--- src/rtl/datapath_sched.sv ---
// Two-requester scheduler that issues one operation at a time to the shared add/convert datapath.
// Arbitration is round-robin when DATAPATH_SCHED_RR_EN is defined, fixed priority (requester 0) otherwise.
module datapath_sched #(
    parameter int DP_LAT = 2   // load-to-Q latency in cycles, 1..15
) (
    input  logic       clk,
    input  logic       rst,
    input  logic       req0,
    input  logic [3:0] a0,
    input  logic [3:0] b0,
    input  logic       cin0,
    input  logic       sel0,
    output logic       gnt0,
    input  logic       req1,
    input  logic [3:0] a1,
    input  logic [3:0] b1,
    input  logic       cin1,
    input  logic       sel1,
    output logic       gnt1,
    output logic       dp_load,
    output logic [3:0] dp_a,
    output logic [3:0] dp_b,
    output logic       dp_cin,
    output logic       dp_select,
    input  logic [9:0] dp_q,
    output logic       res_valid,
    output logic       res_id,
    output logic [9:0] res_q,
    output logic       busy
);

    typedef enum logic [1:0] {IDLE, ISSUE, WAIT, DONE} state_t;

    state_t     r_state;
    logic [3:0] r_cnt;
    logic       r_win;
    logic       w_win;

`ifdef DATAPATH_SCHED_RR_EN
    logic       r_last;

    // On a tie the requester that did not win last time goes first.
    always_comb begin
        w_win = (req0 && req1) ? ~r_last : req1;
    end
`else
    always_comb begin
        w_win = ~req0;
    end
`endif

    always_ff @(posedge clk) begin
        if (rst) begin
            r_state   <= IDLE;
            r_cnt     <= '0;
            r_win     <= 1'b0;
`ifdef DATAPATH_SCHED_RR_EN
            r_last    <= 1'b1;
`endif
            gnt0      <= 1'b0;
            gnt1      <= 1'b0;
            dp_load   <= 1'b0;
            dp_a      <= '0;
            dp_b      <= '0;
            dp_cin    <= 1'b0;
            dp_select <= 1'b0;
            res_valid <= 1'b0;
            res_id    <= 1'b0;
            res_q     <= '0;
            busy      <= 1'b0;
        end else begin
            gnt0      <= 1'b0;
            gnt1      <= 1'b0;
            dp_load   <= 1'b0;
            res_valid <= 1'b0;
            case (r_state)
                IDLE: begin
                    if (req0 || req1) begin
                        r_win     <= w_win;
`ifdef DATAPATH_SCHED_RR_EN
                        r_last    <= w_win;
`endif
                        dp_a      <= w_win ? a1 : a0;
                        dp_b      <= w_win ? b1 : b0;
                        dp_cin    <= w_win ? cin1 : cin0;
                        dp_select <= w_win ? sel1 : sel0;
                        gnt0      <= ~w_win;
                        gnt1      <= w_win;
                        dp_load   <= 1'b1;
                        busy      <= 1'b1;
                        r_state   <= ISSUE;
                    end
                end
                ISSUE: begin
                    r_cnt   <= 4'(DP_LAT - 1);
                    r_state <= WAIT;
                end
                WAIT: begin
                    // Counter hits zero on the edge where Q is valid.
                    if (r_cnt == 4'd0) begin
                        res_q     <= dp_q;
                        res_id    <= r_win;
                        res_valid <= 1'b1;
                        r_state   <= DONE;
                    end else begin
                        r_cnt <= r_cnt - 4'd1;
                    end
                end
                DONE: begin
                    busy    <= 1'b0;
                    r_state <= IDLE;
                end
                default: r_state <= IDLE;
            endcase
        end
    end

endmodule
--- config.mk ---
export PLATFORM = sky130hd
export DESIGN_NAME = datapath_sched
export DESIGN_NICKNAME = d
export VERILOG_FILES = /design/src/rtl/datapath_sched.sv
export SDC_FILE = /design/constraint.sdc
export NUM_CORES = 1
export LEC_CHECK = 0
export CORE_MARGIN = 2
export CORE_UTILIZATION = 37
export CTS_CLUSTER_SIZE = 25
export DETAILED_ROUTE_END_ITERATION = 10
export GPL_TIMING_DRIVEN = 0
export PLACE_DENSITY = 0.73
export SLEW_MARGIN = 40
export SYNTH_ARGS = -nofsm -noshare
export SYNTH_HDL_FRONTEND = slang
export SYNTH_SLANG_ARGS = --single-unit
--- constraint.sdc ---
create_clock -name clk -period 1.63 [get_ports clk]
set_input_delay 0.163 -clock clk [delete_from_list [all_inputs] [get_ports clk]]
set_output_delay 0.163 -clock clk [all_outputs]
set_load 0.1 [all_outputs]
; Word level (Yosys, flattened, before mapping)
; Cells that the tools add are included.
[totals]
register_bits = 33
input_bits = 34
output_inout_bits = 26
elab_cells = 51
[op_classes]
n_addsub = 1
eq_ne = 6
muxes = 13
n_bitwise = 4
n_reduce_logical = 13
[ops]
columns = cell, n
row1 = $mux W4, 3
row2 = $reduce_and A2 Y1, 5
row3 = $pmux W2 S4, 1
row4 = $pmux W4 S2, 1
row5 = $ne A2 B2 Y1 const B, 3
row6 = $mux W1, 5
row7 = $eq A2 B2 Y1 const B, 2
row8 = $logic_not A4 Y1, 1
row9 = $mux W2, 2
row10 = $not A1 Y1, 4
row11 = $reduce_bool A2 Y1, 2
row12 = $reduce_or A2 Y1, 2
row13 = $sub A4 B1 Y4 const B, 1
row14 = $reduce_or A3 Y1, 1
row15 = $eq A2 B1 Y1 const B, 1
row16 = $logic_not A2 Y1, 1
row17 = $pmux W1 S2, 1
row18 = $logic_or A1 B1 Y1, 1

; Logic depth before layout (Yosys ltp)
; Gate-level depths: netlist of the first run.
[depth]
ltp_word = 3
depth_mapped = 6
ltp_nobuf = 5

; Worst setup path after synthesis of the first run
; OpenSTA, ideal clock, no wires.
[synth_timing]
path_type = flip-flop to flip-flop
start = register r_cnt[0]
end = register res_q[1]
setup_ns = 0.132
arrival_ns = 1.413
required_time_ns = 1.498
slack_ns = 0.084
stages_incl_launch_ff = 7
path_buffers = 1
period_less_slack_ns = 1.546
path_cell_list = dfxtp_1 -> inv_1 -> ha_1 -> or4bb_1 -> clkbuf_1 -> nand2_1 -> a21oi_1
[synth_via]
elab_chain_cells = 2
[synth_rtl]
columns = item, line
row1 = "start, declared", 35  ; logic [3:0] r_cnt;
row2 = "start signal, assigned", 95  ; r_cnt <= 4'(DP_LAT - 1);
row3 = "start signal, assigned", 106  ; r_cnt <= r_cnt - 4'd1;
row4 = $logic_not A4 Y1, 100  ; if (r_cnt == 4'd0) begin
row5 = $reduce_and A2 Y1 (no line), --
row6 = "end signal, assigned", 101  ; res_q <= dp_q;
row7 = "end, declared", 28  ; output logic [9:0] res_q,
; No other way between the ends.
; A chain may end at the register's enable or synchronous reset.

; Worst setup path after layout of the first run
[layout_timing]
start = register r_cnt[0]
end = register r_cnt[3]
[layout_via]
elab_chain_cells = 3
word_cells_on_any_way = 6
cone_classes = add/sub: 1 / eq/ne: 1 / mux: 2 / reduce/logical: 2
[layout_rtl]
columns = item, line
row1 = $sub A4 B1 Y4 or $logic_not A4 Y1 (tied branches), "106, 100"
row2 = $mux W4 or $ne A2 B2 Y1 (tied branches), --
row3 = $pmux W4 S2 or $reduce_and A2 Y1 (tied branches), --
; Parallel ways exist; a longest one is shown, timed or not. The select of a mux whose other input is x is not followed.

==> Flow_metrics.wiki, run 1 <==
{| class="wikitable"
! Metric !! Value
|-
| Fill cell instance count of the final layout || 357
|-
| Clock input transition at the sequential cells of the worst setup and hold paths || ~60 ps
|-
| PD cells || 1970 mW/mm²
|-
| Sequential area share after synthesis || 0.472
|-
| Max-cap violations || 0
|-
| Cell taking the most area after synthesis || dfxtp_1
|-
| Clock Root Buffer || clkbuf_8
|-
| Count of vias placed by the detailed router || roughly 1300
|-
| Number of standard cells in the layout, taps in and fillers out || 269
|-
| Setup TNS after final layout || 0 ps
|-
| Register-to-Register Path Depth || 6
|-
| CTS sink count || 33
|-
| Synthesis-to-finish area growth || 44.4%
|-
| TritonCTS Buffers || 5
|-
| Die Width || 65.5 µm
|-
| Synthesis-stage register bit count || 33
|-
| Mapped cell area || 0.00140 mm²
|-
| Aggregate routed wire length || just over 3000 µm
|-
| Top cells by area in the synthesized netlist || dfxtp_1 47%, mux2i_1 7.9%, nand2_1 6.4%, a211oi_1 5.9%, ha_1 5.4%
|-
| Layout Utilization || 0.552
|-
| Final clock period utilization by the worst path || 0.961
|-
| Min-Delay Startpoint || rst
|-
| Average footprint of a synthesized cell || 8.97 µm²
|-
| FP Rows || 22
|-
| First drt pass iteration count || 4
|-
| Min Hold Slack || between 200 and 250 ps
|-
| Multi-input gate area || roughly 690 µm²
|-
| Flop-to-flop setup slack || between 60 and 70 ps
|-
| Nets || between 200 and 300
|-
| Die ar. || between 0.004 and 0.005 mm²
|-
| Setup crit start kind || flop
|-
| Antenna-violating nets left || 0
|-
| Initial drt markers || between 50 and 60
|-
| Synth Instances || around 160
|-
| Pin count of the biggest net entering global routing || 11
|-
| Max FO, Critical Path || 6
|-
| Number of instances on the worst hold path || 2
|-
| Number of failing setup endpoints in the final timing report || 0
|-
| Count of final max-slew check failures || 0
|-
| Static leakage || 0.000864 µW
|-
| Core Box Area || 0.00366 mm²
|-
| Per-cell via count in the routed design || 4.75
|-
| Yosys warnings || 0
|-
| Worst rel slew slack || 0.672
|-
| Antenna diode count || 0
|-
| Status || complete, no violations
|-
| Post-synthesis net count || ~200
|-
| Post-CTS Hold Buffers || 0
|-
| Fraction of final layout cells with drive strength greater than 1 || 0.226
|-
| Count of cell types in the netlist || 28
|-
| Arrival time at the worst endpoint || around 1700 ps
|-
| Commonest cells after routing, fill and taps aside || 32 x dfxtp_1, 31 x clkdlybuf4s50_1, 29 x buf_2
|-
| GPL Wtd Cong || between 0.7 and 0.8
|-
| Endpoint, Worst Hold || r_cnt[0]
|-
| I/O pin count || 60
|-
| Classification of the worst-slack hold path || primary input to flop
|-
| DR WL/cell || around 11 µm
|-
| Measured slew at the worst slew-check pin || between 400 and 500 ps
|-
| Starting utilization of the core area || 0.382
|-
| DP Wirelength || around 2300 µm
|-
| Total count of hold-check failures in the final report || 0
|-
| Highest attainable clock frequency || roughly 640 MHz
|-
| FF/Latch Area || 662 µm²
|-
| Antenna violations before repair || 0
|-
| All-layer global routing usage || 0.157
|-
| First-pass GRT wire length || ~5000 µm
|-
| Number of H-tree levels || 2
|-
| Required time worst endpoint || 1810 ps
|-
| Minimum period implied by the final worst setup slack || about 1600 ps
|-
| Residual DRC || 0
|-
| Worst Clk Skew || between 2 and 3 ps
|-
| Area share of the largest cell type after synthesis || 0.472
|-
| Origin of the critical flop-to-flop path || r_cnt[0]
|-
| Number of placed cells counting well taps || about 260
|-
| Number of buffers added on ports || 57
|-
| Setup bufs post-CTS || 0
|-
| Crit path capture type || flop
|-
| Capture instance of the worst register-to-register path || r_cnt[3]
|-
| Insertion delay to the later sink of the worst-skew pair || roughly 280 ps
|-
| Total congestion overflow || 0
|-
| Type of the worst setup path || flop to flop
|-
| Vertical die dimension || approximately 65 µm
|-
| Maximum resistive drop on vdd || 821 µV
|-
| Maximum clock path buffer count || 2
|-
| TritonCTS clock tree || built
|-
| Via count of the first global-routing pass || approximately 1200
|-
| Most common cell after layout, fill and taps aside || dfxtp_1
|}
## through the flow
step	setup slack (ps)	power (µW)	instance area, µm²
after floorplan	84.5	2960	1400
after global placement	-89.6	3480	2030
after detailed placement	-93.5	3350	1900
after CTS	2.62	3950	1990
after global routing	-12.5	4210	2020
final	63.8	3970	2020
## registers in the layout, summed over array words and instances (netlist names)
signal     count
res_q         10
dp_a           4
dp_b           4
r_cnt          4
r_state        2
busy           1
dp_cin         1
dp_load        1
dp_select      1
gnt0           1
gnt1           1
r_win          1
res_id         1
res_valid      1
## worst max-delay path by stage
stage	start	slack, ps	end
4_1_cts	r_state[0]	3	res_q[0]
5_1_grt	r_cnt[0]	-10	r_cnt[3]
3_5_place_dp	r_cnt[0]	-90	res_q[2]
2_1_floorplan	r_cnt[0]	80	res_q[1]
3_3_place_gp	r_cnt[0]	-90	res_q[2]
6_report	r_cnt[0]	60	r_cnt[3]
## Yosys cell counts
cell type and number:
dfxtp_1 33, nand2_1 24, nor2_1 15, a21oi_1 13, a211oi_1 11, mux2i_1 11, clkbuf_1 7, ha_1 6
buf_2 5, inv_1 5, nor3_1 4, nand2b_1 3, nand3_1 2, nor3b_1 2, o21ai_0 2, a211o_1 1
a211oi_2 1, a21o_1 1, a311oi_1 1, mux2_2 1, nand3b_1 1, nand4b_1 1, nor2b_1 1, nor4bb_1 1
o21a_1 1, o22ai_1 1, or3b_1 1, or4bb_1 1
## cell families after synthesis
| group | share of synthesized area |
|---|---|
| buffers and inverters | 0.0501 |
| adder cells (fa/ha/maj) | 0.0537 |
| flip-flops | 0.472 |
| AO/OA/AOI/OAI | 0.149 |
| AND/OR/NAND/NOR | 0.188 |
| multiplexers | 0.0868 |
## report_power, final
group	internal (µW)	switching [µW]
Clock	295	290
Combinational	549	1700
Sequential	1020	116
Total	1860	2110
## per-layer routing
metal / wire, µm / vias up / GRT usage
met5: 0 / - / 0
met4: 45 / 0 / 0.0781
met3: 264 / 5 / 0.0548
met2: 1400 / 50 / 0.254
met1: 1340 / 561 / 0.183
li1: - / 662 / -
## critical path: stages, from the launching register on
cell and delay (ps):
dfxtp_2 340, inv_2 70, ha_4 140, or3b_1 340, buf_4 160, nand3_1 90, mux2_2 330
## repair_timing
item,4_1_cts,5_1_grt
hold endpoints to repair,0,0
endpoints found under the setup margin,10,25
gates resized for setup,3,13
## area by class of cell
type,count,share of cell area
Clock inverter,2,0.00496
Clock buffer,6,0.0359
Inverter,5,0.00929
Buffer,12,0.0304
Tap cell,48,0.0297
Multi-Input combinational cell,106,0.344
Sequential cell,33,0.328
Timing Repair Buffer,57,0.218
Note: power is estimated with default switching activity, not from simulation.
==> run 2: changes to the inputs <==
==> constraint.sdc (replaced) <==
create_clock -name clk -period 1.63 [get_ports clk]
set_input_delay 0.326 -clock clk [delete_from_list [all_inputs] [get_ports clk]]
set_output_delay 0.326 -clock clk [all_outputs]
set_load 0.1 [all_outputs]
==> results of run 2 <==
Same layout as run 1 (identical final DEF). Status: complete, no violations.
Among the figures that moved: hold slack 236 ps -> 399 ps
==> run 3: changes to the inputs <==
--- a/config.mk
+++ b/config.mk
@@ -6,11 +6,11 @@
 export NUM_CORES = 1
 export LEC_CHECK = 0
 export CORE_MARGIN = 2
-export CORE_UTILIZATION = 37
+export CORE_UTILIZATION = 40
 export CTS_CLUSTER_SIZE = 25
 export DETAILED_ROUTE_END_ITERATION = 10
 export GPL_TIMING_DRIVEN = 0
-export PLACE_DENSITY = 0.73
+export PLACE_DENSITY = 0.75
 export SLEW_MARGIN = 40
 export SYNTH_ARGS = -nofsm -noshare
 export SYNTH_HDL_FRONTEND = slang
==> constraint.sdc (replaced) <==
create_clock -name clk -period 2 [get_ports clk]
set_input_delay 0.4 -clock clk [delete_from_list [all_inputs] [get_ports clk]]
set_output_delay 0.4 -clock clk [all_outputs]
set_load 0.1 [all_outputs]
==> run 3 against run 2 <==
  * Sequential share of layout area rose by 1.3 points
  * Register-to-register slack improved by 180 ps
  * Die area fell by 7.0%
  * Sequential power fell by 19%
  * Fmax fell by 11%
  * Final area fell by 4.0%
  * Worst setup slack improved by 180 ps
  * Flip-flop and latch count did not move
  * Critical path type unchanged
==> Flow_metrics.wiki, run 3 (synthesized netlist as in run 1, its figures left out) <==
{| class="wikitable"
! Metric !! Value
|-
| Status || complete, no violations
|-
| Insertion delay to the later sink of the worst-skew pair || roughly 330 ps
|-
| Static leakage || 0.000837 µW
|-
| Core Box Area || 0.00334 mm²
|-
| Synthesis-to-finish area growth || 38.6%
|-
| Maximum clock path buffer count || 2
|-
| Antenna diode count || 0
|-
| Post-CTS Hold Buffers || 0
|-
| Max reg flops || 10
|-
| Post_cts resized || 0
|-
| Number of buffers added on ports || 57
|-
| Crit path capture type || flop
|-
| Number of H-tree levels || 2
|-
| Met2 track demand over resource in global routing || 0.310
|-
| Aggregate routed wire length || 3260 µm
|-
| Antenna-violating nets left || 0
|-
| FP Rows || 21
|-
| Number of instances on the worst hold path || 2
|-
| All-layer global routing usage || 0.177
|-
| Worst Clk Skew || 3.75 ps
|-
| Origin of the critical flop-to-flop path || r_cnt[0]
|-
| Minimum period implied by the final worst setup slack || around 1800 ps
|-
| TritonCTS clock tree || built
|-
| Maximum resistive drop on vdd || 739 µV
|-
| Clock input transition at the sequential cells of the worst setup and hold paths || roughly 90 ps
|-
| Most common cell after layout, fill and taps aside || dfxtp_1
|-
| PnR worst setup slack || between 200 and 250 ps
|-
| GPL Wtd Cong || around 0.73
|-
| Setup bufs post-CTS || 0
|-
| Die Width || about 63 µm
|-
| Final clock period utilization by the worst path || 0.877
|-
| Starting utilization of the core area || 0.419
|-
| GR peak layer || met2
|-
| Residual DRC || 0
|-
| Vertical die dimension || 63.1 µm
|-
| Count of vias placed by the detailed router || 1294
|-
| Min-Delay Startpoint || res_q[4]
|-
| Classification of the worst-slack hold path || flop to flop
|-
| Pin count of the biggest net entering global routing || 11
|-
| PD cells || 1580 mW/mm²
|-
| Via count of the first global-routing pass || 1224
|-
| Count of final max-slew check failures || 0
|-
| Nets || 260
|-
| Number of standard cells in the layout, taps in and fillers out || ~270
|-
| Register containing the most flip-flops in the final layout || res_q
|-
| Measured slew at the worst slew-check pin || 507 ps
|-
| I/O pin count || 60
|-
| Per-cell via count in the routed design || roughly 4.9
|-
| First drt pass iteration count || 4
|-
| Number of placed cells counting well taps || about 260
|-
| Commonest cells after routing, fill and taps aside || 33 x dfxtp_1, 31 x buf_2, 31 x clkdlybuf4s50_1
|-
| Required time worst endpoint || between 2000 and 2500 ps
|-
| Capture instance of the worst register-to-register path || res_q[8]
|-
| Total congestion overflow || 0
|-
| Worst rel slew slack || 0.664
|-
| Die ar. || roughly 0.004 mm²
|-
| CTS sink count || 33
|-
| Initial drt markers || 35
|-
| Flop-to-flop setup slack || 250 ps
|-
| Max FO, Critical Path || 10
|-
| First-pass GRT wire length || roughly 5500 µm
|-
| Number of failing setup endpoints in the final timing report || 0
|-
| Antenna violations before repair || 0
|-
| Highest attainable clock frequency || approximately 570 MHz
|-
| Setup crit start kind || flop
|-
| TritonCTS Buffers || 5
|-
| Total count of hold-check failures in the final report || 0
|-
| DR WL/cell || roughly 12 µm
|-
| Placement-stage worst setup slack || 247 ps
|-
| Arrival time at the worst endpoint || between 1500 and 2000 ps
|-
| Fill cell instance count of the final layout || approximately 330
|-
| Register-to-Register Path Depth || 6
|-
| Type of the worst setup path || flop to flop
|-
| Fraction of final layout cells with drive strength greater than 1 || 0.178
|-
| DP Wirelength || 2530 µm
|-
| Clock Root Buffer || clkbuf_4
|-
| Setup TNS after final layout || 0 ps
|-
| Max-cap violations || 0
|-
| Endpoint, Worst Hold || res_q[4]
|-
| Post-layout power || slightly above 3000 µW
|-
| RSZ-0062 raised after global routing || no
|-
| Global-route track usage on met1 || 0.187
|-
| Met3 Use GR || 0.0839
|}
## run 3: how the worst max path moves through the flow
stage	slack (ps)	startpoint	depth (start not counted)	to
floorplan	450	r_cnt[0]	6	res_q[1]
global placement	140	busy	1	busy
detailed placement	250	r_cnt[0]	6	res_q[8]
CTS	240	r_cnt[0]	6	res_q[8]
global route	110	r_state[0]	6	res_q[2]
finish	250	r_cnt[0]	6	res_q[8]
## run 3: critical path, cell delays in order, from the launching register on
cell and delay [ps]:
dfxtp_1 360, inv_1 80, ha_1 220, or4bb_1 530
clkbuf_1 250, nand2_1 130, a21oi_1 70
## run 3: layer usage
layer,vias up,part of all wire
li1,658,-
met5,-,0
met3,5,0.090
met2,47,0.50
met1,584,0.40
met4,0,0.011
## run 3: cell type report
type / instances / area, µm² / share of cell area
plain buffers: 12 / 51.3 / 0.0265
clock inverters: 1 / 5.00 / 0.00258
flip-flops and latches: 33 / 661 / 0.341
multi-input cells: 106 / 668 / 0.345
clock buffers: 5 / 37.5 / 0.0194
inverters: 5 / 18.8 / 0.00968
well taps: 46 / 57.6 / 0.0297
repair buffers: 57 / 440 / 0.227
## run 3: report_power, final
group / switching (µW) / internal [µW]
Sequential: 98.5 / 828
Clock: 205 / 122
Combinational: 1400 / 407
Total: 1700 / 1360
## run 3: stage by stage
stage	hold WS, ps	area [µm²]	util
CTS	463	1940	0.581
detailed placement	450	1900	0.568
floorplan	429	1400	-
finish	460	1940	0.581
global placement	441	2030	0.607
global route	484	1940	0.581
